$ cat src/rtl/mem_pkg.sv
// Shared definitions for memory-port sharing: access-size encodings, grant
// identities and the alignment rule used by the arbiter and the memory-stage decoder.
package mem_pkg;

  typedef logic [1:0] nbyte_t;

  localparam nbyte_t NBYTE_WORD = 2'b00;
  localparam nbyte_t NBYTE_BYTE = 2'b01;
  localparam nbyte_t NBYTE_HALF = 2'b10;

  typedef enum logic {
    GNT_IF = 1'b0,
    GNT_D  = 1'b1
  } grant_e;

  // nbyte = 11 has no legal meaning, so it is always reported as an error.
  function automatic logic is_misaligned(input nbyte_t nbyte, input logic [1:0] addr_lo);
    case (nbyte)
      NBYTE_WORD: return (addr_lo != 2'b00);
      NBYTE_HALF: return addr_lo[0];
      NBYTE_BYTE: return 1'b0;
      default:    return 1'b1;
    endcase
  endfunction

endpackage

$ cat src/rtl/mem_arbiter_if.sv
// Bundles the fetch and load/store request/response channels together with the
// single-port memory connection that the arbiter drives.
interface mem_arbiter_if
  import mem_pkg::*;
();

  logic        if_req_valid;
  logic        if_req_ready;
  logic [31:0] if_addr;
  logic        if_rsp_valid;
  logic [31:0] if_rsp_data;
  logic        if_rsp_err;

  logic        d_req_valid;
  logic        d_req_ready;
  logic        d_we;
  nbyte_t      d_nbyte;
  logic        d_unsigned;
  logic [31:0] d_addr;
  logic [31:0] d_wdata;
  logic        d_rsp_valid;
  logic [31:0] d_rsp_data;
  logic        d_rsp_err;

  logic        mem_read;
  logic        mem_write;
  nbyte_t      mem_nbyte;
  logic        mem_unsigned;
  logic [31:0] mem_addr;
  logic [31:0] mem_wdata;
  logic [31:0] mem_rdata;

  grant_e      last_gnt;

  modport slave (
    input  if_req_valid, if_addr,
    input  d_req_valid, d_we, d_nbyte, d_unsigned, d_addr, d_wdata,
    input  mem_rdata,
    output if_req_ready, if_rsp_valid, if_rsp_data, if_rsp_err,
    output d_req_ready, d_rsp_valid, d_rsp_data, d_rsp_err,
    output mem_read, mem_write, mem_nbyte, mem_unsigned, mem_addr, mem_wdata,
    output last_gnt
  );

  modport master (
    output if_req_valid, if_addr,
    output d_req_valid, d_we, d_nbyte, d_unsigned, d_addr, d_wdata,
    output mem_rdata,
    input  if_req_ready, if_rsp_valid, if_rsp_data, if_rsp_err,
    input  d_req_ready, d_rsp_valid, d_rsp_data, d_rsp_err,
    input  mem_read, mem_write, mem_nbyte, mem_unsigned, mem_addr, mem_wdata,
    input  last_gnt
  );

endinterface

$ cat src/rtl/mem_arbiter.sv
// Single-port memory arbiter: one access per cycle, data priority with a
// starvation guard for fetch, misaligned accesses answered with an error pulse.
module mem_arbiter
  import mem_pkg::*;
#(
  parameter int unsigned STARVE_LIMIT = 4,
  parameter int unsigned CNT_W        = 4
) (
  input  logic          clk,
  input  logic          rst,
  mem_arbiter_if.slave  bus
);

  localparam logic [CNT_W-1:0] LIMIT = CNT_W'(STARVE_LIMIT);

  logic [CNT_W-1:0] r_starve_cnt;
  logic [CNT_W-1:0] w_starve_nxt;
  grant_e           r_last;
  grant_e           w_last_nxt;

  logic w_force_if;
  logic w_grant_d;
  logic w_grant_if;
  logic w_d_err;
  logic w_if_err;

  logic        r_if_rsp_valid;
  logic [31:0] r_if_rsp_data;
  logic        r_if_rsp_err;
  logic        r_d_rsp_valid;
  logic [31:0] r_d_rsp_data;
  logic        r_d_rsp_err;

  // Gating grants with rst keeps a store from reaching memory once reset rises.
  always_comb begin
    w_force_if = bus.if_req_valid && (r_starve_cnt == LIMIT);
    w_grant_d  = !rst && bus.d_req_valid && !w_force_if;
    w_grant_if = !rst && bus.if_req_valid && !w_grant_d;
    w_d_err    = is_misaligned(bus.d_nbyte, bus.d_addr[1:0]);
    w_if_err   = (bus.if_addr[1:0] != 2'b00);
  end

  always_comb begin
    bus.mem_read     = 1'b0;
    bus.mem_write    = 1'b0;
    bus.mem_nbyte    = NBYTE_WORD;
    bus.mem_unsigned = 1'b0;
    bus.mem_addr     = '0;
    bus.mem_wdata    = '0;
    if (w_grant_d && !w_d_err) begin
      bus.mem_read     = !bus.d_we;
      bus.mem_write    = bus.d_we;
      bus.mem_nbyte    = bus.d_nbyte;
      bus.mem_unsigned = bus.d_unsigned;
      bus.mem_addr     = bus.d_addr;
      bus.mem_wdata    = bus.d_wdata;
    end else if (w_grant_if && !w_if_err) begin
      bus.mem_read = 1'b1;
      bus.mem_addr = bus.if_addr;
    end
  end

  always_comb begin
    w_starve_nxt = r_starve_cnt;
    if (w_grant_if || !bus.if_req_valid) begin
      w_starve_nxt = '0;
    end else if (w_grant_d && (r_starve_cnt != LIMIT)) begin
      w_starve_nxt = r_starve_cnt + 1'b1;
    end
  end

  always_comb begin
    w_last_nxt = r_last;
    if (w_grant_d) begin
      w_last_nxt = GNT_D;
    end else if (w_grant_if) begin
      w_last_nxt = GNT_IF;
    end
  end

  always_ff @(posedge clk or posedge rst) begin
    if (rst) begin
      r_starve_cnt <= '0;
      r_last       <= GNT_IF;
    end else begin
      r_starve_cnt <= w_starve_nxt;
      r_last       <= w_last_nxt;
    end
  end

  always_ff @(posedge clk or posedge rst) begin
    if (rst) begin
      r_if_rsp_valid <= 1'b0;
      r_if_rsp_data  <= '0;
      r_if_rsp_err   <= 1'b0;
      r_d_rsp_valid  <= 1'b0;
      r_d_rsp_data   <= '0;
      r_d_rsp_err    <= 1'b0;
    end else begin
      r_if_rsp_valid <= w_grant_if;
      r_if_rsp_err   <= w_grant_if && w_if_err;
      r_if_rsp_data  <= (w_grant_if && !w_if_err) ? bus.mem_rdata : '0;
      r_d_rsp_valid  <= w_grant_d;
      r_d_rsp_err    <= w_grant_d && w_d_err;
      r_d_rsp_data   <= (w_grant_d && !w_d_err && !bus.d_we) ? bus.mem_rdata : '0;
    end
  end

  always_comb begin
    bus.if_req_ready = w_grant_if;
    bus.d_req_ready  = w_grant_d;
    bus.if_rsp_valid = r_if_rsp_valid;
    bus.if_rsp_data  = r_if_rsp_data;
    bus.if_rsp_err   = r_if_rsp_err;
    bus.d_rsp_valid  = r_d_rsp_valid;
    bus.d_rsp_data   = r_d_rsp_data;
    bus.d_rsp_err    = r_d_rsp_err;
    bus.last_gnt     = r_last;
  end

endmodule
$ cat src/flat_wrapper.sv
// flat-port wrapper written by rule: the top's interface ports become plain ports
module mem_arbiter_flat import mem_pkg::*;
#(
  parameter int unsigned STARVE_LIMIT = 4,
  parameter int unsigned CNT_W        = 4
)
  (clk, rst, bus_if_req_valid, bus_if_addr, bus_d_req_valid, bus_d_we, bus_d_nbyte, bus_d_unsigned, bus_d_addr, bus_d_wdata, bus_mem_rdata, bus_if_req_ready, bus_if_rsp_valid, bus_if_rsp_data, bus_if_rsp_err, bus_d_req_ready, bus_d_rsp_valid, bus_d_rsp_data, bus_d_rsp_err, bus_mem_read, bus_mem_write, bus_mem_nbyte, bus_mem_unsigned, bus_mem_addr, bus_mem_wdata, bus_last_gnt);
  mem_arbiter_if bus_i ();
  input  logic clk;
  input  logic rst;
  input wire logic [$bits(bus_i.if_req_valid)-1:0] bus_if_req_valid;
  input wire logic [$bits(bus_i.if_addr)-1:0] bus_if_addr;
  input wire logic [$bits(bus_i.d_req_valid)-1:0] bus_d_req_valid;
  input wire logic [$bits(bus_i.d_we)-1:0] bus_d_we;
  input wire logic [$bits(bus_i.d_nbyte)-1:0] bus_d_nbyte;
  input wire logic [$bits(bus_i.d_unsigned)-1:0] bus_d_unsigned;
  input wire logic [$bits(bus_i.d_addr)-1:0] bus_d_addr;
  input wire logic [$bits(bus_i.d_wdata)-1:0] bus_d_wdata;
  input wire logic [$bits(bus_i.mem_rdata)-1:0] bus_mem_rdata;
  output wire logic [$bits(bus_i.if_req_ready)-1:0] bus_if_req_ready;
  output wire logic [$bits(bus_i.if_rsp_valid)-1:0] bus_if_rsp_valid;
  output wire logic [$bits(bus_i.if_rsp_data)-1:0] bus_if_rsp_data;
  output wire logic [$bits(bus_i.if_rsp_err)-1:0] bus_if_rsp_err;
  output wire logic [$bits(bus_i.d_req_ready)-1:0] bus_d_req_ready;
  output wire logic [$bits(bus_i.d_rsp_valid)-1:0] bus_d_rsp_valid;
  output wire logic [$bits(bus_i.d_rsp_data)-1:0] bus_d_rsp_data;
  output wire logic [$bits(bus_i.d_rsp_err)-1:0] bus_d_rsp_err;
  output wire logic [$bits(bus_i.mem_read)-1:0] bus_mem_read;
  output wire logic [$bits(bus_i.mem_write)-1:0] bus_mem_write;
  output wire logic [$bits(bus_i.mem_nbyte)-1:0] bus_mem_nbyte;
  output wire logic [$bits(bus_i.mem_unsigned)-1:0] bus_mem_unsigned;
  output wire logic [$bits(bus_i.mem_addr)-1:0] bus_mem_addr;
  output wire logic [$bits(bus_i.mem_wdata)-1:0] bus_mem_wdata;
  output wire logic [$bits(bus_i.last_gnt)-1:0] bus_last_gnt;
  assign bus_i.if_req_valid = bus_if_req_valid;
  assign bus_i.if_addr = bus_if_addr;
  assign bus_i.d_req_valid = bus_d_req_valid;
  assign bus_i.d_we = bus_d_we;
  assign bus_i.d_nbyte = bus_d_nbyte;
  assign bus_i.d_unsigned = bus_d_unsigned;
  assign bus_i.d_addr = bus_d_addr;
  assign bus_i.d_wdata = bus_d_wdata;
  assign bus_i.mem_rdata = bus_mem_rdata;
  assign bus_if_req_ready = bus_i.if_req_ready;
  assign bus_if_rsp_valid = bus_i.if_rsp_valid;
  assign bus_if_rsp_data = bus_i.if_rsp_data;
  assign bus_if_rsp_err = bus_i.if_rsp_err;
  assign bus_d_req_ready = bus_i.d_req_ready;
  assign bus_d_rsp_valid = bus_i.d_rsp_valid;
  assign bus_d_rsp_data = bus_i.d_rsp_data;
  assign bus_d_rsp_err = bus_i.d_rsp_err;
  assign bus_mem_read = bus_i.mem_read;
  assign bus_mem_write = bus_i.mem_write;
  assign bus_mem_nbyte = bus_i.mem_nbyte;
  assign bus_mem_unsigned = bus_i.mem_unsigned;
  assign bus_mem_addr = bus_i.mem_addr;
  assign bus_mem_wdata = bus_i.mem_wdata;
  assign bus_last_gnt = bus_i.last_gnt;
  mem_arbiter #(.STARVE_LIMIT(STARVE_LIMIT), .CNT_W(CNT_W)) u_core (.clk(clk), .rst(rst), .bus(bus_i));
endmodule
$ cat config.mk
export PLATFORM = sky130hd
export DESIGN_NAME = mem_arbiter_flat
export DESIGN_NICKNAME = d
export VERILOG_FILES = /design/src/rtl/mem_pkg.sv /design/src/rtl/mem_arbiter_if.sv /design/src/rtl/mem_arbiter.sv /design/src/flat_wrapper.sv
export SDC_FILE = /design/constraint.sdc
export NUM_CORES = 1
export LEC_CHECK = 0
export BUFFER_PORTS_ARGS = -buffer_cell sky130_fd_sc_hd__buf_2
export CAP_MARGIN = 20
export CORE_AREA = 2 2 108 110
export DETAILED_ROUTE_END_ITERATION = 8
export DIE_AREA = 0 0 110 112
export GPL_ROUTABILITY_DRIVEN = 0
export RECOVER_POWER = 25
export SLEW_MARGIN = 5
export SYNTH_ARGS = -nofsm -noshare
export SYNTH_HDL_FRONTEND = slang
export SYNTH_SLANG_ARGS = --single-unit
export TNS_END_PERCENT = 20
$ cat constraint.sdc
create_clock -name clk -period 6.5 [get_ports clk]
set_input_delay 1.3 -clock clk [delete_from_list [all_inputs] [get_ports clk]]
set_output_delay 1.3 -clock clk [all_outputs]
set_load 0.01 [all_outputs]
==> results.json <==
{
  "status": "completed",
  "fin_ws_ps": 2260,
  "cts.path.max_buffers": 2,
  "grt.overflow.total": 0,
  "die_x_um": 110,
  "cts_setup_buffers": 0,
  "vias_per_cell": 4.43,
  "p_per_area_nw_per_um2": 220,
  "crit_required_ps": 5200,
  "first_pass_iters": 4,
  "slew_viol_final": 0,
  "syn_inst": 264,
  "cts_resized": 0,
  "avgSynthCellArea_um2": 11.7,
  "synth-seq-cells": 73,
  "dr.first_iter.drc_count": 121,
  "diodes": 0,
  "synth-main-ff-cell": "dfrtp_1",
  "nFillCells": 1127,
  "finClkSkew_ps": 4.76,
  "max_cap_viol_count": 0,
  "synth_top_area_share_pct": 59.1,
  "dpl.hpwl_um": 8650,
  "crit_arrival_ps": 2940,
  "async_flop_share_pct": 100,
  "synth_most_common_cell": "dfrtp_1",
  "yosysUniqueCellTypes": 32,
  "finalSetupTns_ps": 0,
  "io_buffers": 275,
  "drt_wl_total_um": 11000,
  "critPathKind": "in -> out",
  "cts_sinks": 73,
  "die-area_um2": 12300,
  "max_freq_ghz": 0.236,
  "grt_pass1_vias": 2999,
  "io_pins": 276,
  "crit_path_max_fanout": 37,
  "drc_errors": 0,
  "fin_crit_sh_pct": 65.2,
  "antenna_left": 0,
  "routed-via-count": 3028,
  "coreArea_um2": 11200,
  "wl_per_cell_um": 16.1,
  "synthTopCellsByCount": "dfrtp_1, and2_1, and3_1, a22o_1",
  "setup_viol": 0,
  "yosysWarnings": 0,
  "grtUsageTotal_pct": 17.5,
  "synth_edf_count": 0,
  "dp_slack_ps": 2000,
  "cp-start-kind": "input pin",
  "synth_largest_area_cell": "dfrtp_1",
  "antenna_found_initial": 0,
  "synth.net_count": 402,
  "synth.cell_area_um2": 3090,
  "endpoint_kind": "output pin",
  "area_delta_synth_final_pct": 58.9,
  "cts-buffers-inserted": 9,
  "die_y_um": 112,
  "htree_levels": 3,
  "tightest_slew_ps": 1400,
  "drive_gt1_share_pct": 55.3,
  "cts_tree": "done",
  "leakagePower_nw": 3.08,
  "cts_root_buf": "clkbuf_16",
  "min_path_type": "reg -> reg",
  "num_rows": 39,
  "hold_viol": 0,
  "period_needed_ps": 4240,
  "nets": 674,
  "synth_area_leaders": "dfrtp_1, and2_1, a22o_1",
  "grt_max_degree": 74,
  "insertion_delay_ps": 320,
  "ir_drop_v": 0.000155,
  "ys_seq_area_share_pct": 59.1,
  "holdBufCountCts": 0,
  "grt_pass1_wl_um": 16300,
  "start_util_pct": 27.7,
  "path_clk_slew_ps": 50,
  "rsz0062_at_grt": "false",
  "maxSlewHeadroom_pct": 6.52
}
==> report_power, final <==
| group | leakage, nW | internal (mW) | switching [mW] |
|---|---|---|---|
| Sequential | 1.01 | 0.462 | 0.00263 |
| Combinational | 1.92 | 0.0574 | 0.0644 |
| Clock | 0.155 | 0.316 | 0.176 |
==> final cells by class <==
class                           count  area, um^2  share of cell area (%)
Tap cell                          143         179                    3.64
Clock inverter                      5        53.8                    1.10
Sequential cell                    73        1830                    37.2
Inverter                            6        22.5                   0.459
Timing Repair Buffer              280        1440                    29.2
Clock buffer                       11         253                    5.15
Multi-Input combinational cell    166        1140                    23.2
==> worst max-delay path, cell delays in order <==
cell and delay (ps):
clkbuf_1 160, clkinv_1 90, nand3_1 250, nor2_4 550
buf_16 250, and2_1 190, buf_2 140
==> metrics by stage <==
step | power [mW] | cell area [um^2] | hold slack [ps] | instances | utilization (%)
floorplan | 0.521 | 3090 | 535 | 264 | -
global placement | 0.594 | 4570 | 494 | 666 | 40.9
detailed placement | 0.596 | 4570 | 504 | 666 | 40.9
CTS | 1.10 | 4880 | 529 | 682 | 43.7
global route | 1.13 | 4910 | 545 | 684 | 43.9
finish | 1.08 | 4910 | 515 | 684 | 43.9
==> routing by layer <==
| metal | track usage [%] | share of wire [%] |
|---|---|---|
| met5 | 0 | 0 |
| met4 | 6.08 | 1.4 |
| met3 | 5.97 | 8.7 |
| met2 | 31.0 | 52 |
| met1 | 19.3 | 38 |
==> final timing paths <==
kind                                               startpoint                                   end  slack (ps)  cells past startpoint
min in group asynchronous                                 rst  u_core.bus.if_rsp_data[31]$_DFF_PP0_        1360                      3
min                           u_core.bus.last_gnt$_DFFE_PP0P_       u_core.bus.last_gnt$_DFFE_PP0P_         510                      2
max                                                       rst                      bus_mem_wdata[1]        2260                      7
max reg2reg                u_core.r_starve_cnt[0]$_DFFE_PP0P_   u_core.bus.if_rsp_data[3]$_DFF_PP0_        4250                      6
min reg2reg                   u_core.bus.last_gnt$_DFFE_PP0P_       u_core.bus.last_gnt$_DFFE_PP0P_         510                      2
max in group asynchronous                                 rst   u_core.bus.d_rsp_data[13]$_DFF_PP0_        4540                      3
==> cells in the final DEF (no fill, tap or decap), types with 3 or more instances in the layout <==
master,count
dfrtp_1,73
clkinv_2,3
clkbuf_16,9
buf_2,273
inv_1,5
nand3_1,3
and2_1,70
nor2_1,5
a22o_1,30
clkbuf_1,3
and3_1,32
==> cells by family (layout without fill, tap and decap cells) <==
kind of cell	Yosys count	after routing	share of synthesized area, %
and+or+nand+nor	127	127	25.8
DFF	73	73	59.1
adders and majority gates	2	2	0.810
AOI/OAI and AO/OA	37	37	10.0
buffers and inverters	25	302	4.25
==> registers in the layout (all words and copies together) (netlist names) <==
signal / flops
u_core.bus.last_gnt: 1
u_core.bus.d_rsp_data: 32
u_core.bus.d_rsp_err: 1
u_core.bus.if_rsp_valid: 1
u_core.r_starve_cnt: 4
u_core.bus.d_rsp_valid: 1
u_core.bus.if_rsp_err: 1
u_core.bus.if_rsp_data: 32
Note: power is estimated with default switching activity, not from simulation.
